## src/rtl/store_commit_unit.sv

```systemverilog
// rtl/store_commit_unit.sv - in-order store queue that translates and writes the ROB head store at commit
// Answers the ROB commit handshake with a one-cycle ready pulse carrying any TLB exception.
module store_commit_unit #(
  parameter int STQ_DEPTH = 4,
  parameter int ADDR_W    = 32
) (
  input  logic              clk,
  input  logic              reset,
  input  logic              flush,
  input  logic              exe_store_valid,
  input  logic [ADDR_W-1:0] exe_store_vaddr,
  input  logic [31:0]       exe_store_wdata,
  input  logic [3:0]        exe_store_wstrb,
  output logic              stq_full,
  input  logic              commit_store_valid,
  output logic              commit_store_ready,
  output logic              commit_store_ex_ex,
  output logic [4:0]        commit_store_ex_exccode,
  output logic [ADDR_W-1:0] commit_store_ex_badvaddr,
  output logic              commit_store_ex_tlb_refill,
  output logic              tlb_req_valid,
  output logic [ADDR_W-1:0] tlb_req_vaddr,
  input  logic [ADDR_W-1:0] tlb_resp_paddr,
  input  logic              tlb_resp_miss,
  input  logic              tlb_resp_invalid,
  input  logic              tlb_resp_dirty,
  output logic              dc_req_valid,
  input  logic              dc_req_ready,
  output logic [ADDR_W-1:0] dc_req_paddr,
  output logic [31:0]       dc_req_wdata,
  output logic [3:0]        dc_req_wstrb,
  input  logic              dc_wr_ack
);

  localparam int PTR_W = $clog2(STQ_DEPTH);
  localparam int CNT_W = PTR_W + 1;

  localparam logic [4:0] EXC_MOD  = 5'd1;
  localparam logic [4:0] EXC_TLBS = 5'd3;

  typedef enum logic [2:0] {
    S_IDLE,
    S_XLATE,
    S_MEM_REQ,
    S_MEM_WAIT,
    S_RESP
  } state_e;

  state_e state_q, state_d;

  logic [ADDR_W-1:0] stq_vaddr_q [STQ_DEPTH];
  logic [31:0]       stq_wdata_q [STQ_DEPTH];
  logic [3:0]        stq_wstrb_q [STQ_DEPTH];
  logic [PTR_W-1:0]  head_q, tail_q;
  logic [CNT_W-1:0]  count_q;

  logic [ADDR_W-1:0] cm_vaddr_q, cm_paddr_q, badvaddr_q;
  logic [31:0]       cm_wdata_q;
  logic [3:0]        cm_wstrb_q;
  logic              ex_q, refill_q;
  logic [4:0]        exccode_q;
  logic              drop_q;
  logic              guard_q;

  logic enq, accept, xlate_ex;

  assign stq_full = (count_q == CNT_W'(STQ_DEPTH));
  assign enq      = exe_store_valid && !stq_full && !flush;
  // guard_q masks the cycle after RESP, while the ROB still shows Store_Wait
  assign accept   = (state_q == S_IDLE) && commit_store_valid && (count_q != '0)
                    && !guard_q && !flush;
  assign xlate_ex = tlb_resp_miss || tlb_resp_invalid || !tlb_resp_dirty;

  always_ff @(posedge clk) begin
    if (reset || flush) begin
      head_q  <= '0;
      tail_q  <= '0;
      count_q <= '0;
      for (int i = 0; i < STQ_DEPTH; i++) begin
        stq_vaddr_q[i] <= '0;
        stq_wdata_q[i] <= '0;
        stq_wstrb_q[i] <= '0;
      end
    end else begin
      if (enq) begin
        stq_vaddr_q[tail_q] <= exe_store_vaddr;
        stq_wdata_q[tail_q] <= exe_store_wdata;
        stq_wstrb_q[tail_q] <= exe_store_wstrb;
        tail_q              <= tail_q + 1'b1;
      end
      if (accept) head_q <= head_q + 1'b1;
      case ({enq, accept})
        2'b10:   count_q <= count_q + 1'b1;
        2'b01:   count_q <= count_q - 1'b1;
        default: count_q <= count_q;
      endcase
    end
  end

  always_ff @(posedge clk) begin
    if (reset) begin
      cm_vaddr_q <= '0;
      cm_wdata_q <= '0;
      cm_wstrb_q <= '0;
      cm_paddr_q <= '0;
      ex_q       <= 1'b0;
      exccode_q  <= '0;
      refill_q   <= 1'b0;
      badvaddr_q <= '0;
      drop_q     <= 1'b0;
      guard_q    <= 1'b0;
    end else begin
      guard_q <= (state_q == S_RESP);
      if (accept) begin
        cm_vaddr_q <= stq_vaddr_q[head_q];
        cm_wdata_q <= stq_wdata_q[head_q];
        cm_wstrb_q <= stq_wstrb_q[head_q];
        drop_q     <= 1'b0;
      end
      if (state_q == S_XLATE) begin
        ex_q       <= xlate_ex;
        refill_q   <= tlb_resp_miss;
        badvaddr_q <= xlate_ex ? cm_vaddr_q : '0;
        if (tlb_resp_miss || tlb_resp_invalid) exccode_q <= EXC_TLBS;
        else if (!tlb_resp_dirty)              exccode_q <= EXC_MOD;
        else                                   exccode_q <= '0;
        if (!xlate_ex) cm_paddr_q <= tlb_resp_paddr;
      end
      // the write is already architectural: finish it, but owe the ROB no pulse
      if ((state_q == S_MEM_REQ || state_q == S_MEM_WAIT) && flush) drop_q <= 1'b1;
    end
  end

  always_ff @(posedge clk) begin
    if (reset) state_q <= S_IDLE;
    else       state_q <= state_d;
  end

  always_comb begin
    state_d = state_q;
    case (state_q)
      S_IDLE:     if (accept) state_d = S_XLATE;
      S_XLATE: begin
        if (flush)         state_d = S_IDLE;
        else if (xlate_ex) state_d = S_RESP;
        else               state_d = S_MEM_REQ;
      end
      S_MEM_REQ:  if (dc_req_ready) state_d = S_MEM_WAIT;
      S_MEM_WAIT: if (dc_wr_ack) state_d = (drop_q || flush) ? S_IDLE : S_RESP;
      S_RESP:     state_d = S_IDLE;
      default:    state_d = S_IDLE;
    endcase
  end

  always_comb begin
    tlb_req_valid              = 1'b0;
    tlb_req_vaddr              = '0;
    dc_req_valid               = 1'b0;
    dc_req_paddr               = '0;
    dc_req_wdata               = '0;
    dc_req_wstrb               = '0;
    commit_store_ready         = 1'b0;
    commit_store_ex_ex         = 1'b0;
    commit_store_ex_exccode    = '0;
    commit_store_ex_badvaddr   = '0;
    commit_store_ex_tlb_refill = 1'b0;
    case (state_q)
      S_IDLE: begin
        if (accept) begin
          tlb_req_valid = 1'b1;
          tlb_req_vaddr = stq_vaddr_q[head_q];
        end
      end
      S_MEM_REQ: begin
        dc_req_valid = 1'b1;
        dc_req_paddr = cm_paddr_q;
        dc_req_wdata = cm_wdata_q;
        dc_req_wstrb = cm_wstrb_q;
      end
      S_RESP: begin
        if (!flush) begin
          commit_store_ready         = 1'b1;
          commit_store_ex_ex         = ex_q;
          commit_store_ex_exccode    = exccode_q;
          commit_store_ex_badvaddr   = badvaddr_q;
          commit_store_ex_tlb_refill = refill_q;
        end
      end
      default: ;
    endcase
  end

endmodule

```

## config.mk

```make
export PLATFORM = sky130hd
export DESIGN_NAME = store_commit_unit
export DESIGN_NICKNAME = d
export VERILOG_FILES = /design/src/rtl/store_commit_unit.sv
export SDC_FILE = /design/constraint.sdc
export NUM_CORES = 1
export LEC_CHECK = 0
export CORE_MARGIN = 8
export CORE_UTILIZATION = 58
export CTS_CLUSTER_DIAMETER = 200
export DETAILED_ROUTE_END_ITERATION = 8
export GPL_TIMING_DRIVEN = 1
export PLACE_DENSITY = 0.83
export SLEW_MARGIN = 20
export SYNTH_ARGS = -nofsm -noshare
export SYNTH_HDL_FRONTEND = slang
export SYNTH_SLANG_ARGS = --single-unit
```

## constraint.sdc

```tcl
create_clock -name clk -period 12.45 [get_ports clk]
set_clock_uncertainty 0.05 [all_clocks]
set_input_delay 3.1125 -clock clk [delete_from_list [all_inputs] [get_ports clk]]
set_output_delay 3.1125 -clock clk [all_outputs]
set_load 0.05 [all_outputs]
```

# Word level (Yosys, flattened, before mapping)
# Memory sizes are Yosys's and may differ from the RTL's. A register that Yosys moved wholly into a read port is not among the register bits.
# Index checks and enable logic that the tools add are counted.
[totals] mem_bits_rw=272 regBits=115 memories=3 mem_bits_ro=0 latchBits=0 elab_cells=102 output_inout_bits=143
[memory_table] name="stq_vaddr_q" depth=4 word_bits=32 rd=1 rd_ports_with_merged_regs=1 write_ports=4 line_no="51" source="logic [ADDR_W-1:0] stq_vaddr_q [STQ_DEPTH];"
[memory_table] name="stq_wdata_q" depth=4 word_bits=32 rd=1 rd_ports_with_merged_regs=1 write_ports=4 line_no="52" source="logic [31:0] stq_wdata_q [STQ_DEPTH];"
[memory_table] name="stq_wstrb_q" depth=4 word_bits=4 rd=1 rd_ports_with_merged_regs=1 write_ports=4 line_no="53" source="logic [3:0] stq_wstrb_q [STQ_DEPTH];"
[op_classes] addsub=4 shifts=0 mux=47 n_div=0 eq_ne=10 order_cmp=0 mul=0 n_reduce_logical=25 bitwise_logic=1
[op_table] cell="2-to-1 mux 32 bit" n=9
[op_table] cell="OR reduction 32 bit" n=2
[op_table] cell="2-to-1 mux 1 bit" n=20
[op_table] cell="2-to-1 mux 3 bit" n=6
[op_table] cell="2-to-1 mux 2 bit" n=6
[op_table] cell="one-hot mux 3 bit (4 select lines)" n=1
[op_table] cell="2-to-1 mux 5 bit" n=2
[op_table] cell="2-to-1 mux 4 bit" n=2
[op_table] cell="logical AND 1 bit" n=7
[op_table] cell="== test 3 x 2 -> 1 bit (second input constant)" n=2
[op_table] cell="== test 3 bit (second input constant)" n=2
[op_table] cell="inequality test 2 bit (second input constant)" n=3
[op_table] cell="one-hot mux 3 bit (2 select lines)" n=1
[op_table] cell="logical OR 1 bit" n=5
[op_table] cell="adder 2 x 1 -> 2 bit (second input constant)" n=2
[op_table] cell="zero test 1 bit" n=4
[op_table] cell="nonzero test 2 bit" n=2
[op_table] cell="OR reduction 4 bit" n=1
[op_table] cell="adder 3 x 1 -> 3 bit (second input constant)" n=1
[op_table] cell="== test 3 x 1 -> 1 bit (second input constant)" n=1
[op_table] cell="zero test 3 bit" n=1
[op_table] cell="AND reduction 3 bit" n=1
[op_table] cell="nonzero test 3 bit" n=1
[op_table] cell="subtractor 3 x 1 -> 3 bit (second input constant)" n=1
[op_table] cell="4 further kinds" n=4

# Depth between registers and ports, before layout
[logic_depth] depth_word=9 depth_mapped=10 ltp_nobuf=9

# Worst setup path after synthesis
# Ideal clock, no wire load.
[synth_timing] path_type="in2out" start="input flush" end="output tlb_req_vaddr[10]" setup_slack_ns=4.771 path_buffers=1 arrival_ns=4.516 stages=4 path_cell_list="nor4_4 nand3_2 clkbuf_1 nor2_1"
[synth_via] elab_chain_cells=4
[synth_rtl] element="from (decl)" line_no="9" source="input logic flush,"
[synth_rtl] element="zero test 1 bit"
[synth_rtl] element="logical AND 1 bit" line_no="71" source="&& !guard_q && !flush;"
[synth_rtl] element="2-to-1 mux 32 bit" line_no="169" source="if (accept) begin"
[synth_rtl] element="2-to-1 mux 32 bit" line_no="167" source="case (state_q)"
[synth_rtl] element="to (decl)" line_no="22" source="output logic [ADDR_W-1:0] tlb_req_vaddr,"
# No other way between the ends.

# Final worst setup path
[layout_timing] start="input flush" end="output tlb_req_vaddr[21]"
# The elaborated chain is that of the path after synthesis.

==> impl_metrics.py <==
metrics = {
    "power_and_ir_drop": {
        "p_sw_share_pct": 22.4,
        "switchingPower_uw": 649,
        "p_leak_uw": 0.00848,
        "intPower_uw": 2240,
        "p_per_area_nw_per_um2": 126,
        "seqPwrFrac_pct": 53.9,
        "vdd_drop_max_mv": 0.0905,
        "p_comb_share_pct": 6.6,
        "power_frac_clock_pct": 39.6,
    },
    "clocking": {
        "numCtsBuffers": 41,
        "path_clk_slew_ns": 0.06,
        "cts.path.max_buffers": 3,
        "clock_sinks": 422,
        "cts_hold_buf": 0,
        "ctsResizeCount": 0,
        "clock-root-buffer": "clkbuf_16",
        "insertion_delay_ns": 0.54,
        "cts_tree": "done",
        "htreeDepth": 2,
        "post-cts-setup-buffer-count": 0,
    },
    "detailed_routing": {
        "vias": 14000,
        "wirelength_mm": 50.8,
        "drt_pass1_iterations": 6,
        "routed_via_density": 6.21,
        "drt_iter0_markers": 1565,
        "final_antenna_net_count": 0,
        "routedWlPerCell_um": 22.6,
        "route.detailed.drc": 0,
    },
    "placed_design": {
        "dp.cells": 2169,
        "placed_area_um2": 21700,
        "io_buffer_count": 249,
        "pre_cts_ws_ns": 3.13,
        "routabilityCongestion": 0.854,
        "dp_hpwl_mm": 31.2,
    },
    "synth": {
        "dominantRegCellSynth": "edfxtp_1",
        "synth-edff-count": 272,
        "synth_top_area_cell": "edfxtp_1",
        "synthArstFlopShare_pct": 0,
        "ys_top_cells_by_count": "edfxtp_1, and3_1, and2_1",
        "netlist_instances": 1626,
        "avgSynthCellArea_um2": 11.8,
        "yosysWarnings": 0,
        "synth.top_cell.area_share_pct": 42.7,
        "ys_seq_elements": 422,
        "yosysMostFrequentCell": "edfxtp_1",
        "netlist_area_um2": 19100,
        "ys_types": 51,
        "yosysSeqAreaShare_pct": 58.4,
        "synth.area.top_cells": "edfxtp_1, dfxtp_1, and3_1",
    },
    "global_route": {
        "antenna_found_initial": 6,
        "grt_overflow_total": 0,
        "grt_pass1_wl_mm": 76.5,
        "grtUsageTotal_pct": 24.7,
        "grt_max_degree": 163,
        "grt_pass1_vias": 13400,
    },
    "timing": {
        "relSlewSlack_pct": 32.5,
        "layout_min_cycle_time_ns": 9.36,
        "setup_tns_ns": 0,
        "timing.fmax_ghz": 0.107,
        "setup_ws_ns": 3.09,
        "worst_pin_slew_ns": 1.01,
        "post-route-period-util_pct": 75.2,
        "hold_viol": 0,
        "slew_violations": 0,
        "setup_viol": 0,
        "rsz0062_at_grt": "no",
    },
    "layout": {
        "drive_above_1_share_pct": 9.70,
        "instances_no_fill": 2249,
        "nNetsFinal": 1885,
        "register_area_um2": 11200,
        "nFillCells": 2249,
        "area_delta_synth_final_pct": 20.2,
        "final_cell_area_um2": 23000,
        "multiInputGateArea_um2": 7240,
        "utilization_pct": 70.7,
    },
    "critical_path": {
        "path_class": "in2out",
        "cp_max_fo": 41,
        "arrival_ns": 6.20,
        "required_ns": 9.29,
        "endpoint_kind": "output pin",
        "startpoint_type": "input port",
    },
    "die": {
        "fp.dieH_um": 198,
        "fp-row-count": 66,
        "coreArea_um2": 32500,
        "die_width_um": 198,
        "ios": 253,
        "dieArea_um2": 39100,
        "initial_core_util_pct": 58.8,
    },
    "outcome": {
        "status": "finished, final reports clean",
    },
    "worst_hold_path": {
        "hold_class": "reg2reg",
    },
    "job": {
        "maxCapViolations": 0,
    },
}
## per-layer routing
layer / vias to the layer above / global-route usage, % / part of all wire, % / wire length [um]
met5: - / 0 / 0.075 / 38
met4: 6 / 9.10 / 3.2 / 1640
met3: 118 / 5.35 / 10 / 5200
met2: 667 / 39.5 / 47 / 23900
met1: 6825 / 33.0 / 39 / 20000
li1: 6350 / - / - / -
## power by group through the flow
| stage | registers, uW | clock network [uW] | logic [uW] |
|---|---|---|---|
| floorplan | 1580 | 0 | 101 |
| global placement | 1580 | 0 | 181 |
| detailed placement | 1580 | 0 | 185 |
| CTS | 1560 | 1150 | 186 |
| global route | 1560 | 1200 | 200 |
| finish | 1560 | 1140 | 190 |
## through the flow
step / power [uW] / hold WS (ns)
2_1_floorplan: 1680 / 0.377
3_3_place_gp: 1760 / 0.392
3_5_place_dp: 1770 / 0.391
4_1_cts: 2890 / 0.399
5_1_grt: 2960 / 0.422
6_report: 2890 / 0.396
## worst max-delay path, cell delays in order
cell	delay (ns)
clkdlybuf4s50_1	0.40
buf_4	0.28
nor4_4	0.18
buf_4	0.38
nand3_2	0.64
nor2_1	0.34
clkdlybuf4s50_1	0.85
## final cells by class
type                            instances  share of cell area, %
Antenna cell                            3                 0.0326
Clock buffer                           55                   4.69
Clock inverter                         19                  0.593
Inverter                               10                  0.163
Multi-Input combinational cell       1021                   31.5
Sequential cell                       422                   48.6
Tap cell                              442                   2.40
Timing Repair Buffer                  277                   12.1
## worst paths after layout
kind | from | to | slack (ns) | depth (start not counted)
max reg2reg | count_q[0] | count_q[2] | 8.76 | 9
min | badvaddr_q[5] | badvaddr_q[5] | 0.40 | 2
min reg2reg | badvaddr_q[5] | badvaddr_q[5] | 0.40 | 2
max | flush | tlb_req_vaddr[21] | 3.09 | 7
## kinds of logic after synthesis
family | Yosys count | synth area share, %
other | 1 | 0.0196
DFF | 422 | 58.4
buffers and inverters | 185 | 4.16
AOI/OAI and AO/OA | 285 | 9.32
adders and majority gates | 2 | 0.170
muxes | 133 | 9.52
xor gates and xnor gates | 2 | 0.0915
and+or+nand+nor | 596 | 18.4
## layout by cell type (no fill, tap or decap), types with 3 or more instances in the layout
master and n:
o211ai_1 96, dfxtp_1 148, clkbuf_1 14, mux2_2 32, clkbuf_16 41, or3_1 3, nor2_1 41, nor3_1 7
and3_1 205, nand4_1 38, nand3_1 65, clkinv_2 5, clkinv_1 8, o21ai_0 35, mux2i_1 65, nand2_1 38
o31ai_1 37, diode_2 3, conb_1 3, and2_1 173, a21oi_1 109, buf_4 22, inv_1 8, mux4_2 36
clkdlybuf4s50_1 248, edfxtp_1 272, a21o_2 3
## sequential cells by signal, indices dropped and copies added, names as in the netlist, named ones only
register,cells
badvaddr_q,32
cm_paddr_q,32
cm_vaddr_q,32
cm_wdata_q,32
cm_wstrb_q,4
count_q,3
drop_q,1
ex_q,1
exccode_q,2
guard_q,1
head_q,2
refill_q,1
state_q,3
stq_vaddr_q,128
stq_wdata_q,128
stq_wstrb_q,16
tail_q,2
(Power assumes the default switching activity.)
